[config.mk]
export PLATFORM = sky130hd
export DESIGN_NAME = multicycle_control_fsm
export DESIGN_NICKNAME = d
export VERILOG_FILES = /design/src/rtl/multicycle_control_fsm.sv
export SDC_FILE = /design/constraint.sdc
export NUM_CORES = 1
export LEC_CHECK = 0
export ABC_AREA = 1
export CAP_MARGIN = 5
export CORE_MARGIN = 10
export CORE_UTILIZATION = 65
export DETAILED_ROUTE_END_ITERATION = 16
export DONT_BUFFER_PORTS = 1
export PLACE_DENSITY = 0.86
export SLEW_MARGIN = 20
export SYNTH_ARGS = -nofsm -noshare
export SYNTH_HDL_FRONTEND = slang
export SYNTH_SLANG_ARGS = --single-unit
[constraint.sdc]
create_clock -name CLK -period 5.3 [get_ports CLK]
set_clock_uncertainty 0.15 [all_clocks]
set_input_delay 1.325 -clock CLK [delete_from_list [all_inputs] [get_ports CLK]]
set_output_delay 1.325 -clock CLK [all_outputs]
set_load 0.005 [all_outputs]
[src/rtl/multicycle_control_fsm.sv]
// Multicycle control unit plus PC register for the newStep3 datapath; Moore strobes decoded from state.
// Latency: 2-5 cycles per instruction (FETCH, DECODE, then opcode-specific steps); PC updates at the FETCH/BRANCH/JUMP edge.
// Backpressure: none; the sequencer advances every cycle and reset aborts an instruction immediately.
module multicycle_control_fsm #(
  parameter int                  PC_WIDTH = 16,
  parameter logic [PC_WIDTH-1:0] PC_RESET = '0,
  parameter int                  PC_STEP  = 1
) (
  input  logic                CLK,
  input  logic                reset,
  input  logic [3:0]          Op,
  input  logic                compOut,
  input  logic [PC_WIDTH-1:0] ALUOut,
  output logic [PC_WIDTH-1:0] PC,
  output logic                memAddrSel,
  output logic                memEnableRead,
  output logic                memEnableWrite,
  output logic                IRWrite,
  output logic                ALUSrcA,
  output logic                ALUSrcB,
  output logic [2:0]          ALUOp,
  output logic [1:0]          numBits,
  output logic [1:0]          immShift,
  output logic                writeEnable,
  output logic [2:0]          regDataWrite,
  output logic                outWrite,
  output logic                illegalOp
);

  // EXEC_I and BRANCH are split per opcode so Op is never needed after DECODE.
  typedef enum logic [3:0] {
    FETCH,
    DECODE,
    EXEC_R,
    EXEC_ADDI,
    EXEC_LOAD,
    EXEC_STORE,
    MEM_RD,
    MEM_WR,
    WB_ALU,
    WB_MEM,
    WB_IN,
    BRANCH_EQ,
    BRANCH_NE,
    JUMP,
    OUT
  } state_t;

  state_t              state;
  state_t              stateNext;
  logic [PC_WIDTH-1:0] pcNext;
  logic [2:0]          opLatched;
  logic                opIllegal;

  assign opIllegal = (Op == 4'h5) || (Op >= 4'hD);

  always_ff @(posedge CLK or posedge reset) begin
    if (reset) begin
      state     <= FETCH;
      PC        <= PC_RESET;
      opLatched <= '0;
    end else begin
      state <= stateNext;
      PC    <= pcNext;
      if (state == DECODE) begin
        opLatched <= Op[2:0];
      end
    end
  end

  always_comb begin
    stateNext = FETCH;
    pcNext    = PC;
    case (state)
      FETCH: begin
        stateNext = DECODE;
        pcNext    = PC + PC_WIDTH'(PC_STEP);
      end
      DECODE: begin
        case (Op)
          4'h0, 4'h1, 4'h2, 4'h3: stateNext = EXEC_R;
          4'h4:                   stateNext = EXEC_ADDI;
          4'h6:                   stateNext = EXEC_LOAD;
          4'h7:                   stateNext = EXEC_STORE;
          4'h8:                   stateNext = BRANCH_EQ;
          4'h9:                   stateNext = BRANCH_NE;
          4'hA:                   stateNext = JUMP;
          4'hB:                   stateNext = WB_IN;
          4'hC:                   stateNext = OUT;
          default:                stateNext = FETCH;
        endcase
      end
      EXEC_R:     stateNext = WB_ALU;
      EXEC_ADDI:  stateNext = WB_ALU;
      EXEC_LOAD:  stateNext = MEM_RD;
      EXEC_STORE: stateNext = MEM_WR;
      MEM_RD:     stateNext = WB_MEM;
      BRANCH_EQ: begin
        if (compOut) begin
          pcNext = ALUOut;
        end
      end
      BRANCH_NE: begin
        if (!compOut) begin
          pcNext = ALUOut;
        end
      end
      JUMP:       pcNext = ALUOut;
      default:    stateNext = FETCH;
    endcase
  end

  always_comb begin
    memAddrSel     = 1'b0;
    memEnableRead  = 1'b0;
    memEnableWrite = 1'b0;
    IRWrite        = 1'b0;
    ALUSrcA        = 1'b0;
    ALUSrcB        = 1'b0;
    ALUOp          = 3'b000;
    numBits        = 2'd0;
    immShift       = 2'd0;
    writeEnable    = 1'b0;
    regDataWrite   = 3'b000;
    outWrite       = 1'b0;
    illegalOp      = 1'b0;
    case (state)
      FETCH: begin
        memEnableRead = 1'b1;
        IRWrite       = 1'b1;
      end
      DECODE: begin
        ALUSrcB   = 1'b1;
        immShift  = 2'd1;
        numBits   = 2'd3;
        illegalOp = opIllegal;
      end
      EXEC_R: begin
        ALUSrcA = 1'b1;
        ALUOp   = opLatched;
      end
      EXEC_ADDI, EXEC_LOAD, EXEC_STORE: begin
        ALUSrcA = 1'b1;
        ALUSrcB = 1'b1;
        numBits = 2'd1;
      end
      MEM_RD: begin
        memAddrSel    = 1'b1;
        memEnableRead = 1'b1;
      end
      MEM_WR: begin
        memAddrSel     = 1'b1;
        memEnableWrite = 1'b1;
      end
      WB_ALU: writeEnable = 1'b1;
      WB_MEM: begin
        writeEnable  = 1'b1;
        regDataWrite = 3'b001;
      end
      WB_IN: begin
        writeEnable  = 1'b1;
        regDataWrite = 3'b010;
      end
      BRANCH_EQ, BRANCH_NE: begin
        ALUSrcA = 1'b1;
        ALUOp   = 3'b001;
      end
      OUT:     outWrite = 1'b1;
      default: ;
    endcase
    // Strobes must drop the instant reset rises, not at the next edge.
    if (reset) begin
      memAddrSel     = 1'b0;
      memEnableRead  = 1'b0;
      memEnableWrite = 1'b0;
      IRWrite        = 1'b0;
      ALUSrcA        = 1'b0;
      ALUSrcB        = 1'b0;
      ALUOp          = 3'b000;
      numBits        = 2'd0;
      immShift       = 2'd0;
      writeEnable    = 1'b0;
      regDataWrite   = 3'b000;
      outWrite       = 1'b0;
      illegalOp      = 1'b0;
    end
  end

endmodule

==> run_summary.xml <==
<?xml version="1.0" encoding="UTF-8"?>
<metrics>
  <group name="synth">
    <metric name="post_synth_instance_area" unit="um2">1780</metric>
    <metric name="synth_seq_area_share" unit="%">32.3</metric>
    <metric name="compound_gate_portion_of_the_synthesized_area" unit="%">7.16</metric>
    <metric name="avgSynthCellArea" unit="um2">6.23</metric>
    <metric name="ys.warnings.count" unit="">0</metric>
    <metric name="synth_seq_cells" unit="">23</metric>
    <metric name="synth_xor_xnor_area_share" unit="%">2.46</metric>
    <metric name="combinational_family_with_the_most_area_after_synthesis" unit="">simple AND/OR/NAND/NOR gates</metric>
    <metric name="synthesis.instances" unit="">286</metric>
    <metric name="synth.distinct_cells" unit="">31</metric>
    <metric name="synth_simple_gate_area_share" unit="%">43.6</metric>
    <metric name="synth_adder_area_share" unit="%">2.81</metric>
    <metric name="synthMuxAreaShare" unit="%">0</metric>
  </group>
  <group name="route">
    <metric name="top_signal_layer_used" unit="">met4</metric>
    <metric name="vias_per_cell" unit="">5.49</metric>
    <metric name="drt.antenna.violating_nets" unit="">0</metric>
    <metric name="wl_per_cell" unit="um">13.9</metric>
    <metric name="drt-total-wl" unit="um">4350</metric>
    <metric name="met2WireLength" unit="um">1970</metric>
    <metric name="drc" unit="">0</metric>
    <metric name="detailed_routing_wirelength_on_met1" unit="um">1840</metric>
    <metric name="firstDrtPassIters" unit="">4</metric>
    <metric name="drt_iter0_drc" unit="">110</metric>
    <metric name="vias" unit="">1717</metric>
    <metric name="met3RoutedLength" unit="um">452</metric>
  </group>
  <group name="cells_and_area">
    <metric name="area.growth.synth_to_final" unit="%">0.422</metric>
    <metric name="diodes_inserted" unit="">0</metric>
    <metric name="final_util" unit="%">70.3</metric>
    <metric name="drive_gt1_share" unit="%">4.24</metric>
    <metric name="net_count_of_the_finished_layout" unit="">311</metric>
  </group>
  <group name="setup_path">
    <metric name="end_kind" unit="">output pin</metric>
    <metric name="timing.critical_path.cells" unit="">inv_1 -&gt; nand4_1 -&gt; o22ai_1</metric>
    <metric name="setup.worst_path.class" unit="">in2out</metric>
    <metric name="worst_path_max_delay_cell" unit="">inv_1</metric>
    <metric name="r2r_end" unit="">PC[0]$_DFFE_PP0P_</metric>
    <metric name="max_stage_delay" unit="ns">0.40</metric>
    <metric name="worst_r2r_path_depth" unit="">8</metric>
    <metric name="reg2reg_launch_point" unit="">state[1]$_DFF_PP0_</metric>
    <metric name="critPathMaxFanout" unit="">14</metric>
    <metric name="worst_path_required_time" unit="ns">3.83</metric>
    <metric name="setup_slack_reg_to_reg" unit="ns">3.43</metric>
    <metric name="cp-start-kind" unit="">input pin</metric>
    <metric name="worst-endpoint-arrival" unit="ns">2.24</metric>
  </group>
  <group name="placement">
    <metric name="globalplace.congestion" unit="">0.900</metric>
    <metric name="numPortBuffers" unit="">0</metric>
    <metric name="hpwl" unit="um">3380</metric>
  </group>
  <group name="clock_tree">
    <metric name="worstSkewPairLatency" unit="ns">0.32</metric>
    <metric name="post_cts_hold_buffer_count" unit="">0</metric>
    <metric name="cts.sink_count" unit="">23</metric>
    <metric name="clk_path_buf_depth" unit="">2</metric>
    <metric name="root_buffer" unit="">clkbuf_4</metric>
    <metric name="post-cts-setup-buffer-count" unit="">0</metric>
    <metric name="cts_repair_resize_count" unit="">0</metric>
    <metric name="clkSlewWorstSetupHoldPaths" unit="ns">0.14</metric>
    <metric name="cts_tree" unit="">yes</metric>
    <metric name="cts_inserted_buffers" unit="">3</metric>
    <metric name="htree_num_levels" unit="">1</metric>
  </group>
  <group name="global_route">
    <metric name="first_pass_grt_wire_length" unit="um">7400</metric>
    <metric name="grt_remaining_overflow" unit="">0</metric>
    <metric name="first_global_vias" unit="">1646</metric>
    <metric name="grt_use_total" unit="%">16.8</metric>
    <metric name="antenna_found_initial" unit="">0</metric>
    <metric name="grt_max_degree" unit="">26</metric>
  </group>
  <group name="run_status">
    <metric name="outcome" unit="">finished clean</metric>
  </group>
  <group name="pwr">
    <metric name="cellInternalPower" unit="uW">398</metric>
    <metric name="p_seq_share" unit="%">41.0</metric>
    <metric name="switching_share" unit="%">50.4</metric>
    <metric name="power_density" unit="nW/um2">449</metric>
    <metric name="power_frac_clock" unit="%">10.7</metric>
    <metric name="vdd_ir_drop_max" unit="V">0.000304</metric>
    <metric name="comb_power_share" unit="%">48.3</metric>
    <metric name="power.net_switching" unit="uW">405</metric>
    <metric name="power_leakage" unit="uW">0.000964</metric>
  </group>
  <group name="sta">
    <metric name="drv_slew" unit="">0</metric>
    <metric name="max_slew.worst_pin.slew" unit="ns">0.562</metric>
    <metric name="max_clock_freq" unit="GHz">0.269</metric>
    <metric name="timing.final.crit_period" unit="ns">3.72</metric>
    <metric name="max_transition_margin" unit="%">62.5</metric>
    <metric name="finalSetupViolCount" unit="">0</metric>
    <metric name="grt_setup_unrepaired" unit="">no</metric>
    <metric name="finalCritPeriodShare" unit="%">70.1</metric>
    <metric name="setup_tns" unit="ns">0</metric>
    <metric name="timing.final.hold_violations" unit="">0</metric>
  </group>
  <group name="floorplan">
    <metric name="initial_utilization" unit="%">70.0</metric>
    <metric name="ioPinCount" unit="">58</metric>
    <metric name="floorplan.die_area" unit="um2">5240</metric>
    <metric name="die-width" unit="um">72.4</metric>
    <metric name="row_count" unit="">18</metric>
    <metric name="chipHeight" unit="um">72.4</metric>
    <metric name="design.core.area" unit="um2">2540</metric>
  </group>
  <group name="flow_run">
    <metric name="drv.max_cap_violation_count" unit="">0</metric>
  </group>
  <group name="worst_hold_path">
    <metric name="worstHoldPathCells" unit="">2</metric>
    <metric name="whs_endpoint" unit="">opLatched[0]$_DFFE_PP0P_</metric>
    <metric name="hold_path_startpoint" unit="">opLatched[0]$_DFFE_PP0P_</metric>
    <metric name="hold_class" unit="">reg2reg</metric>
  </group>
</metrics>
==> metal layers <==
| layer | vias up | GRT usage (%) |
|---|---|---|
| met4 | 0 | 6.45 |
| met3 | 8 | 5.99 |
| met2 | 66 | 28.5 |
| met1 | 760 | 18.7 |
| li1 | 883 | - |
| met5 | - | 0 |
==> critical path, delay by kind of cell <==
| kind | cells | cell delay, ns |
|---|---|---|
| and+or+nand+nor | 1 | 0.26 |
| AOI/OAI and AO/OA | 1 | 0.26 |
| buffers and inverters | 1 | 0.40 |
==> cell type report <==
cell class,instances,area [um2]
well taps,30,37.5
repair buffers,1,7.51
fillers,240,756
clock inverters,1,5.00
inverters,36,135
clock buffers,3,22.5
flip-flops and latches,23,576
multi-input cells,219,1010
==> layout by cell type, fill, tap and decap left out <==
cell type,n
a21oi_1,3
a31oi_1,1
buf_4,1
clkbuf_4,3
clkinv_2,1
conb_1,2
dfrtp_1,23
ha_1,4
inv_1,35
inv_2,1
nand2_1,103
nand2_2,1
nand3_1,18
nand3_2,1
nand3_4,1
nand3b_1,1
nand4_1,7
nor2_1,47
nor2_2,2
nor3_1,4
o2111ai_1,1
o21ai_0,11
o21ai_1,1
o21bai_1,2
o221ai_1,1
o22ai_1,1
o31ai_1,1
or2_2,1
xnor2_1,1
xor2_1,4
==> registers in the layout (all words and copies together) (netlist names) <==
name / count
opLatched: 3
PC: 16
state: 4
==> how the worst max path moves through the flow <==
stage	end	slack [ns]	startpoint
3_3_place_gp	ALUOp[0]	1.57	reset
4_1_cts	ALUOp[0]	1.56	reset
6_report	ALUOp[0]	1.58	reset
3_5_place_dp	ALUOp[0]	1.56	reset
5_1_grt	ALUOp[0]	1.44	reset
2_1_floorplan	ALUOp[0]	1.55	reset
==> power by group through the flow <==
stage | logic, uW | registers (uW) | clock network, uW
CTS | 390 | 332 | 86.4
floorplan | 349 | 309 | 0
global placement | 379 | 333 | 0
global route | 454 | 344 | 93.7
finish | 388 | 329 | 85.8
detailed placement | 388 | 335 | 0
==> kinds of logic after synthesis <==
group / Yosys count
AOI/OAI and AO/OA: 22
xor gates and xnor gates: 5
adders and majority gates: 4
buffers and inverters: 45
DFF: 23
other: 1
and+or+nand+nor: 186
==> synth_stat cells (all sizes together) <==
cell type | instances | area [um2]
ha | 4 | 50.1
nand3 | 20 | 118
o21bai | 2 | 15.0
nand4 | 7 | 43.8
dfrtp | 23 | 576
o221ai | 1 | 8.76
o31ai | 1 | 7.51
conb | 1 | 3.75
o22ai | 1 | 6.26
nand2 | 104 | 393
xnor2 | 1 | 8.76
o2111ai | 1 | 8.76
nor2 | 49 | 189
a21oi | 3 | 15.0
nor3 | 4 | 20.0
a31oi | 1 | 6.26
nand3b | 1 | 7.51
xor2 | 4 | 35.0
inv | 36 | 135
or2 | 1 | 6.26
clkbuf | 1 | 3.75
o21ai | 12 | 60.1
buf | 8 | 65.1
==> per-stage QoR <==
| step | hold WS, ns | area [um2] | std cells | power, uW | worst slack (ns) |
|---|---|---|---|---|---|
| final | 0.405 | 1790 | 313 | 803 | 1.58 |
| after global routing | 0.419 | 1790 | 313 | 892 | 1.44 |
| after CTS | 0.412 | 1790 | 313 | 808 | 1.56 |
| after detailed placement | 0.383 | 1760 | 309 | 723 | 1.56 |
| after global placement | 0.376 | 1760 | 309 | 711 | 1.57 |
| after floorplan | 0.354 | 1790 | 287 | 658 | 1.55 |
(Power assumes the default switching activity.)
